**src/rtl/adder_arb_pkg.sv**
```systemverilog
// Shared types and constants for the round-robin adder arbiter.
package adder_arb_pkg;

    localparam int WORD_W = 16;

    typedef logic [WORD_W-1:0] word_t;

    typedef enum logic {
        IDLE,
        LOCKED
    } arb_state_t;

endpackage

```
**src/rtl/adder_arbiter_rr_pick.sv**
```systemverilog
// Round-robin priority picker; when locked only the owner can be granted.
module rr_pick #(
    parameter int NREQ = 4,
    parameter int IDW  = 2
) (
    input  logic [NREQ-1:0] req_i,
    input  logic [IDW-1:0]  ptr_i,
    input  logic            lock_en_i,
    input  logic [IDW-1:0]  lock_owner_i,
    output logic [NREQ-1:0] gnt_o,
    output logic [IDW-1:0]  gnt_idx_o,
    output logic            any_o
);

    logic [IDW-1:0] sel;

    always_comb begin
        gnt_o     = '0;
        gnt_idx_o = '0;
        any_o     = 1'b0;
        sel       = '0;
        if (lock_en_i) begin
            if (req_i[lock_owner_i]) begin
                gnt_o[lock_owner_i] = 1'b1;
                gnt_idx_o           = lock_owner_i;
                any_o               = 1'b1;
            end
        end else begin
            for (int unsigned i = 0; i < NREQ; i++) begin
                sel = IDW'((32'(ptr_i) + i) % NREQ);
                if (!any_o && req_i[sel]) begin
                    gnt_o[sel] = 1'b1;
                    gnt_idx_o  = sel;
                    any_o      = 1'b1;
                end
            end
        end
    end

endmodule

```
**src/rtl/select_adder.sv**
```systemverilog
// 16-bit carry-select adder: the upper byte is precomputed for both carries.
module select_adder
    import adder_arb_pkg::*;
(
    input  word_t a_i,
    input  word_t b_i,
    input  logic  cin_i,
    output word_t sum_o,
    output logic  cout_o
);

    logic [8:0] lo;
    logic [8:0] hi0;
    logic [8:0] hi1;

    assign lo  = {1'b0, a_i[7:0]} + {1'b0, b_i[7:0]} + {8'd0, cin_i};
    assign hi0 = {1'b0, a_i[15:8]} + {1'b0, b_i[15:8]};
    assign hi1 = hi0 + 9'd1;

    assign sum_o[7:0]             = lo[7:0];
    assign {cout_o, sum_o[15:8]}  = lo[8] ? hi1 : hi0;

endmodule

```
**src/rtl/adder_arbiter.sv**
```systemverilog
// Shares one 16-bit adder among NREQ requesters; chained words hold the grant
// and feed carry-out into the next word's carry-in.
module adder_arbiter
    import adder_arb_pkg::*;
#(
    parameter int NREQ = 4,
    parameter int IDW  = 2
) (
    input  logic                   Clk,
    input  logic                   Reset,
    input  logic [NREQ-1:0]        req_valid,
    output logic [NREQ-1:0]        req_ready,
    input  logic [NREQ*WORD_W-1:0] req_a,
    input  logic [NREQ*WORD_W-1:0] req_b,
    input  logic [NREQ-1:0]        req_cin,
    input  logic [NREQ-1:0]        req_chain,
    output logic                   rsp_valid,
    input  logic                   rsp_ready,
    output logic [IDW-1:0]         rsp_id,
    output logic [WORD_W-1:0]      rsp_sum,
    output logic                   rsp_cout
);

    arb_state_t     state_q, state_d;
    logic [IDW-1:0] owner_q, owner_d;
    logic [IDW-1:0] rr_ptr_q, rr_ptr_d;
    logic           chain_c_q, chain_c_d;
    logic           rsp_valid_q, rsp_valid_d;
    logic [IDW-1:0] rsp_id_q, rsp_id_d;
    word_t          rsp_sum_q, rsp_sum_d;
    logic           rsp_cout_q, rsp_cout_d;

    logic            slot_free;
    logic [NREQ-1:0] pick_req;
    logic [NREQ-1:0] gnt;
    logic [IDW-1:0]  gnt_idx;
    logic            any_gnt;
    logic            cin_used;
    word_t           add_sum;
    logic            add_cout;
    logic [IDW-1:0]  next_ptr;

    // Masking requests (not grants) keeps req_ready low during reset and backpressure.
    assign slot_free = !rsp_valid_q || rsp_ready;
    assign pick_req  = (slot_free && !Reset) ? req_valid : '0;
    assign req_ready = gnt;
    assign cin_used  = (state_q == LOCKED) ? chain_c_q : req_cin[gnt_idx];
    assign next_ptr  = (gnt_idx == IDW'(NREQ - 1)) ? '0 : gnt_idx + 1'b1;

    rr_pick #(
        .NREQ (NREQ),
        .IDW  (IDW)
    ) u_pick (
        .req_i        (pick_req),
        .ptr_i        (rr_ptr_q),
        .lock_en_i    (state_q == LOCKED),
        .lock_owner_i (owner_q),
        .gnt_o        (gnt),
        .gnt_idx_o    (gnt_idx),
        .any_o        (any_gnt)
    );

    select_adder u_add (
        .a_i    (req_a[gnt_idx*WORD_W +: WORD_W]),
        .b_i    (req_b[gnt_idx*WORD_W +: WORD_W]),
        .cin_i  (cin_used),
        .sum_o  (add_sum),
        .cout_o (add_cout)
    );

    always_comb begin
        state_d     = state_q;
        owner_d     = owner_q;
        rr_ptr_d    = rr_ptr_q;
        chain_c_d   = chain_c_q;
        rsp_valid_d = rsp_valid_q;
        rsp_id_d    = rsp_id_q;
        rsp_sum_d   = rsp_sum_q;
        rsp_cout_d  = rsp_cout_q;
        if (any_gnt) begin
            rsp_valid_d = 1'b1;
            rsp_id_d    = gnt_idx;
            rsp_sum_d   = add_sum;
            rsp_cout_d  = add_cout;
            chain_c_d   = add_cout;
            if (req_chain[gnt_idx]) begin
                state_d = LOCKED;
                owner_d = gnt_idx;
            end else begin
                state_d  = IDLE;
                rr_ptr_d = next_ptr;
            end
        end else if (rsp_ready) begin
            rsp_valid_d = 1'b0;
        end
    end

    always_ff @(posedge Clk) begin
        if (Reset) begin
            state_q     <= IDLE;
            owner_q     <= '0;
            rr_ptr_q    <= '0;
            chain_c_q   <= 1'b0;
            rsp_valid_q <= 1'b0;
            rsp_id_q    <= '0;
            rsp_sum_q   <= '0;
            rsp_cout_q  <= 1'b0;
        end else begin
            state_q     <= state_d;
            owner_q     <= owner_d;
            rr_ptr_q    <= rr_ptr_d;
            chain_c_q   <= chain_c_d;
            rsp_valid_q <= rsp_valid_d;
            rsp_id_q    <= rsp_id_d;
            rsp_sum_q   <= rsp_sum_d;
            rsp_cout_q  <= rsp_cout_d;
        end
    end

    assign rsp_valid = rsp_valid_q;
    assign rsp_id    = rsp_id_q;
    assign rsp_sum   = rsp_sum_q;
    assign rsp_cout  = rsp_cout_q;

endmodule

```
**config.mk**
```make
export PLATFORM = sky130hd
export DESIGN_NAME = adder_arbiter
export DESIGN_NICKNAME = d
export VERILOG_FILES = /design/src/rtl/adder_arb_pkg.sv /design/src/rtl/adder_arbiter_rr_pick.sv /design/src/rtl/select_adder.sv /design/src/rtl/adder_arbiter.sv
export SDC_FILE = /design/constraint.sdc
export NUM_CORES = 1
export LEC_CHECK = 0
export ABC_AREA = 1
export CORE_ASPECT_RATIO = 1.5
export CORE_UTILIZATION = 40
export CTS_BUF_LIST = sky130_fd_sc_hd__clkbuf_16
export DETAILED_ROUTE_END_ITERATION = 7
export DONT_BUFFER_PORTS = 1
export SLEW_MARGIN = 20
export SYNTH_ARGS = -nofsm -noshare
export SYNTH_HDL_FRONTEND = slang
export SYNTH_HIERARCHICAL = 1
export SYNTH_SLANG_ARGS = --single-unit
```
**constraint.sdc**
```tcl
create_clock -name Clk -period 4.3 [get_ports Clk]
set_clock_uncertainty 0.1 [all_clocks]
set_input_delay 1.075 -clock Clk [delete_from_list [all_inputs] [get_ports Clk]]
set_output_delay 1.075 -clock Clk [all_outputs]
set_load 0.01 [all_outputs]
```
Word-level counts from Yosys, hierarchy flattened

Cells that the tools add are included.

Logic and storage cells: 106
Input port bits: 143
Bits in read-only memories: 0
RAM bits: 0
Register bits after elaboration: 25
Memories kept: 0
Output and inout bits: 24
Latch bits: 0

Magnitude comparators: 11
Multipliers: 0
Shifts and indexed selects: 2
$add $sub $neg: 8
Mux-type cells: 55
Divide/modulo/power cells: 0
Reduce and logical (&&, ||, !) cells: 18
Eq/ne operators: 1
Bitwise logic cells: 4

Operators with widths:

| operator            | count |
|---|---|
| $shiftx 64x7->16    | 2 |
| $mux 4              | 10 |
| $mux 1              | 25 |
| $add 8x8->9         | 2 |
| $lt 2x3->1 const B  | 6 |
| $bmux 1 s2          | 7 |
| $mux 2              | 7 |
| $or 4x4->4          | 3 |
| $demux 1 s2         | 5 |
| $ge 2x1->1 const B  | 5 |
| $add 9x1->9         | 1 |
| $add 9x1->9 const B | 1 |
| $logic_and 1x1->1   | 9 |
| $mux 9              | 1 |
| $logic_not 1->1     | 5 |
| $add 2x1->2 const B | 2 |
| $add 2x2->2 const B | 2 |
| $reduce_and 2->1    | 2 |
| $eq 2x2->1 const B  | 1 |
| $reduce_bool 2->1   | 1 |
| $logic_or 1x1->1    | 1 |
| $not 1->1           | 1 |

Longest topological paths before layout

Depth after elaboration: 25
Depth in mapped cells: 35
Mapped depth without buffers: 34

Cells and area by module

The synthesis kept the hierarchy.

Modules (own cells, without submodules):

| module        | instances | area an instance (µm²) | cells each | seq. area each (µm²) |
|---|---|---|---|---|
| adder_arbiter | 1         | 1890.6                 | 323        | 500.5 |
| select_adder  | 1         | 974.7                  | 157        | 0.0 |
| rr_pick       | 1         | 599.3                  | 104        | 0.0 |

Worst setup path after synthesis

OpenSTA, ideal clock, no wires.

Path kind: input to register
Start: input Reset
End: register rsp_sum_q[14], in the netlist rsp_sum[14]
Setup time: 0.116 ns
Arrival time: 4.470 ns
Buffers on the path: 2
Data required time: 4.084 ns
Slack: -0.386 ns
Stages on the path: 29
Cell sequence: inv_1 -> nand2_1 -> nor2_1 -> inv_1 -> nand2_1 -> nand3_4 -> nand2_4 -> inv_1 -> nand2_1 -> nor2_1 -> nand2_1 -> nand2_1 -> nand3_1 -> nand2_1 -> buf_4 -> clkbuf_4 -> nor2_1 -> o22ai_1 -> ha_1 -> fa_1 -> ha_1 -> inv_1 -> nor2_1 -> nand3_1 -> and2b_4 -> nand2_2 -> xor2_1 -> nor2_1 -> nor2_1

Cells in the longest elaborated chain, start to end: 24
Elaborated cells between the ends (all ways): 44
Classes of those cells: 4 x add/sub; 2 x shift; 30 x mux; 8 x reduce/logical

Ends and longest elaborated chain:

| element                                             | RTL line                    | source |
|---|---|---|
| start, declared                                     | adder_arbiter.sv:10         | `input logic Reset,` |
| $logic_not 1->1 *                                   | adder_arbiter.sv:45         | `assign pick_req = (slot_free && !Reset) ? req_valid : '0;` |
| $logic_and 1x1->1 *                                 | adder_arbiter.sv:45         |  |
| $mux 4 *                                            | adder_arbiter.sv:45         |  |
| named net pick_req[3]                               | adder_arbiter.sv:34         | `logic [NREQ-1:0] pick_req;` |
| $bmux 1 s2                                          | adder_arbiter_rr_pick.sv:31 | `if (!any_o && req_i[sel]) begin` |
| $mux 1 (implied by the code)                        | adder_arbiter_rr_pick.sv:31 |  |
| $mux 1                                              | adder_arbiter_rr_pick.sv:31 |  |
| $mux 1                                              | adder_arbiter_rr_pick.sv:22 | `if (lock_en_i) begin` |
| [8 not listed]                                      | --                          |  |
| $logic_not 1->1                                     | adder_arbiter_rr_pick.sv:31 |  |
| $logic_and 1x1->1                                   | adder_arbiter_rr_pick.sv:31 |  |
| $mux 2                                              | adder_arbiter_rr_pick.sv:31 |  |
| $mux 2 *                                            | adder_arbiter_rr_pick.sv:22 |  |
| named net gnt_idx[0]                                | adder_arbiter.sv:36         | `logic [IDW-1:0] gnt_idx;` |
| branches (longest 4 deep; another with $add 8x8->9) | --                          |  |
| $mux 9 *                                            | select_adder.sv:21          | `assign {cout_o, sum_o[15:8]} = lo[8] ? hi1 : hi0;` |
| named net add_sum[14]                               | adder_arbiter.sv:39         | `word_t add_sum;` |
| end signal, assigned                                | adder_arbiter.sv:115        | `rsp_sum_q <= rsp_sum_d;` |
| end, declared                                       | adder_arbiter.sv:30         | `word_t rsp_sum_q, rsp_sum_d;` |

Mark *: on every way through the listed nets, which the timed path passes. The select of a mux whose other input is x is not followed.
A chain may end at the register's enable or synchronous reset.

Worst setup path after layout

Start: input rsp_ready
End: register rsp_sum_q[15], in the netlist rsp_sum[15]

Cells in the longest elaborated chain, start to end: 24
Elaborated cells between the ends (all ways): 44
Classes of those cells: 4 x add/sub; 2 x shift; 30 x mux; 8 x reduce/logical

Ends and longest elaborated chain:

| element                                             | RTL line                    | source |
|---|---|---|
| start, declared                                     | adder_arbiter.sv:18         | `input logic rsp_ready,` |
| $logic_or 1x1->1 *                                  | adder_arbiter.sv:44         | `assign slot_free = !rsp_valid_q \|\| rsp_ready;` |
| $logic_and 1x1->1 *                                 | adder_arbiter.sv:45         |  |
| $mux 4 *                                            | adder_arbiter.sv:45         |  |
| named net pick_req[3]                               | adder_arbiter.sv:34         |  |
| $bmux 1 s2                                          | adder_arbiter_rr_pick.sv:31 |  |
| $mux 1 (implied by the code)                        | adder_arbiter_rr_pick.sv:31 |  |
| $mux 1                                              | adder_arbiter_rr_pick.sv:31 |  |
| $mux 1                                              | adder_arbiter_rr_pick.sv:22 |  |
| [8 not listed]                                      | --                          |  |
| $logic_not 1->1                                     | adder_arbiter_rr_pick.sv:31 |  |
| $logic_and 1x1->1                                   | adder_arbiter_rr_pick.sv:31 |  |
| $mux 2                                              | adder_arbiter_rr_pick.sv:31 |  |
| $mux 2 *                                            | adder_arbiter_rr_pick.sv:22 |  |
| named net gnt_idx[0]                                | adder_arbiter.sv:36         |  |
| branches (longest 4 deep; another with $add 8x8->9) | --                          |  |
| $mux 9 *                                            | select_adder.sv:21          |  |
| named net add_sum[15]                               | adder_arbiter.sv:39         |  |

Marks and branches as above.

==> key figures <==
Outcome
  • Status: complete, no violations

Yosys
  • Synth Cell Area: 3460 um2
  • #FFs+latches synth: 25
  • Ys async rst share: 0%
  • Area leader, netlist: dfxtp_1
  • Synth top area share: 14.4%
  • Cells after synthesis: 584
  • Main area contributors after synthesis: dfxtp_1 (14%), nor2_1 (13%), o21ai_0 (12%)
  • Netlist cell types: 40
  • Synth Flop Type: dfxtp_1
  • Post-Syn Area per Cell: 5.93 um2
  • Synthesized Nets: 752
  • EDFF count, synth: 0
  • Syn. warnings: 6
  • Post-synthesis sequential area ratio: 14.4%

Place
  • PortBufs: 0
  • GP Congestion: 0.889
  • Post-detail-place hpwl: 9550 um

Clock network
  • Max H-tree Level: 1
  • CTS buffer count: 3
  • CTS Hold Bufs: 0
  • Clock slew at reported path FFs: 0.06 ns
  • Clock Tree Buf Depth: 2
  • Clock sink count: 25
  • Clk root buf: clkbuf_16
  • TritonCTS clock tree: built
  • Clk Latency, worst-skew pair: 0.26 ns

Worst setup path
  • Critical path data arrival time: 4.31 ns
  • Crit. End Element: flip-flop
  • CP Launch Point: rsp_ready
  • Crit-path max FO: 6
  • Kind of critical path: in2reg
  • Worst EP required: 4.40 ns
  • Startpoint types: primary input
  • Critical path's slowest cell: fa_1
  • Start of the worst register-to-register path: rr_ptr_q[0]
  • CP most frequent cell: nor2_1
  • Max incr delay on CP: 0.56 ns

Finish
  • Filler cells: 871
  • Nets@finish: 807
  • Syn-to-layout area delta: 30.5%
  • Final Util: 53.7%
  • Number of diodes: 0
  • Share of layout cells above drive strength 1: 29.2%

STA
  • Max Freq: 237 MHz
  • # setup viols final: 0
  • Hold_ws: 0.458 ns
  • Post-layout min period: 4.21 ns
  • RSZ-0062 raised after global routing: true
  • Final Max Tran Viols: 0
  • Final Hold Fails: 0
  • Final period util: 98.0%
  • Worst slew pin tran: 0.318 ns
  • Slew margin rel.: 78.8%

Worst hold path
  • Hold path startpoint: rsp_valid
  • Worst hold path class: reg2reg

Global routing
  • GRT Residual Overflow: 0
  • Largest net degree at the start of global routing: 30
  • Initial antenna violation count: 0
  • First-pass GRT wire length: 17300 um
  • Vias in the first global route: 3682
  • Gr usage total: 24.4%

Detailed routing
  • Drt first pass iters: 4
  • Residual DRC: 0
  • Detailed-route via count: 4086
  • First DRT Iteration DRCs: 181
  • Routed len/inst: 15.8 um
  • Vias per cell: 5.48
  • Antenna Nets Post-Route: 0
  • Post-Route WL: 11800 um

Floorplan
  • Die Ht: 116 um
  • Total core area: 8410 um2
  • Die width: 78.0 um
  • IO Pins: 167
  • Initial cell density of the core: 41.2%
  • Die ar.: 9050 um2
  • Row Count: 41

Flow run
  • MaxCap Viol Count: 0
[metal layers]
metal,GRT usage (%),up-vias,routed length [um]
li1,-,2067,-
met1,23.2,1842,4210
met2,53.3,154,6740
met3,2.05,23,465
met4,7.78,0,340
met5,0,-,0
[critical path: cells and delay by family]
family,cells,cell delay [ns]
AND/OR/NAND/NOR,22,1.80
AO/OA/AOI/OAI,2,0.22
adder cells (fa/ha/maj),2,0.76
buffers and inverters,5,0.40
[layout make-up]
class / count / area, um2 / share of cell area (%)
clock buffer: 3 / 75.1 / 1.66
clock inverter: 1 / 5.00 / 0.111
inverter: 52 / 225 / 4.98
multi-input combinational: 481 / 2890 / 63.9
sequential: 25 / 500 / 11.1
tap: 107 / 134 / 2.96
timing repair buffer: 76 / 691 / 15.3
[cell families after synthesis]
| kind of cell | share of synthesized area (%) |
|---|---|
| compound gates | 23.8 |
| xor+xnor | 3.03 |
| fa+ha+maj | 9.68 |
| buf+inv | 9.75 |
| flops | 14.4 |
| mux | 0.325 |
| simple gates | 39.0 |
[timing repair]
action	4_1_cts	5_1_grt
gates cloned	0	3
endpoints found under the setup margin	3	13
resized for setup	5	73
buffers inserted	0	10
pin swaps	1	30
[flip-flops by register name, indices dropped and copies added (netlist names)]
register / count
rr_ptr_q: 2
rsp_sum: 16
state_q: 1
rsp_id: 2
rsp_valid: 1
owner_q: 2
rsp_cout: 1
[synthesized netlist by cell type (all sizes together) (4+ instances only)]
master,count
nand3,44
ha,22
nor2,127
o22ai,33
a21boi,4
xor2,9
inv,52
buf,11
a21oi,20
o21ai,87
nand4,7
dfxtp,25
clkbuf,15
nand2,109
[layout by cell type, fill, tap and decap left out, types with 18 or more instances in the layout]
cell and instances:
nand2_1 69, a21oi_1 18, buf_4 64, nor2_1 110, inv_1 36, dfxtp_1 25, nand2_2 28, o22ai_1 27
o21ai_0 73, ha_1 19, nand3_1 32
[final timing paths]
path | end | slack, ns | depth (start not counted)
hold reg to reg | rsp_valid | 0.46 | 2
setup reg to reg | rsp_cout | 0.37 | 29
setup / recovery | rsp_sum[15] | 0.09 | 31
hold / removal | rsp_valid | 0.46 | 2
[stage by stage]
stage	setup TNS (ns)	area, um2	setup WS, ns	instances
after floorplan	-0.592	3550	-0.206	584
after global placement	-1.45	4040	-0.216	728
after detailed placement	-2.53	4040	-0.341	728
after CTS	-0.00690	4140	-0.00690	732
after global routing	-0.709	4520	-0.133	745
final	0	4520	0.0862	745
Power is left out: the tool's default activity adds up to more than one toggle a clock period on the data nets, which glitch-free logic cannot reach.
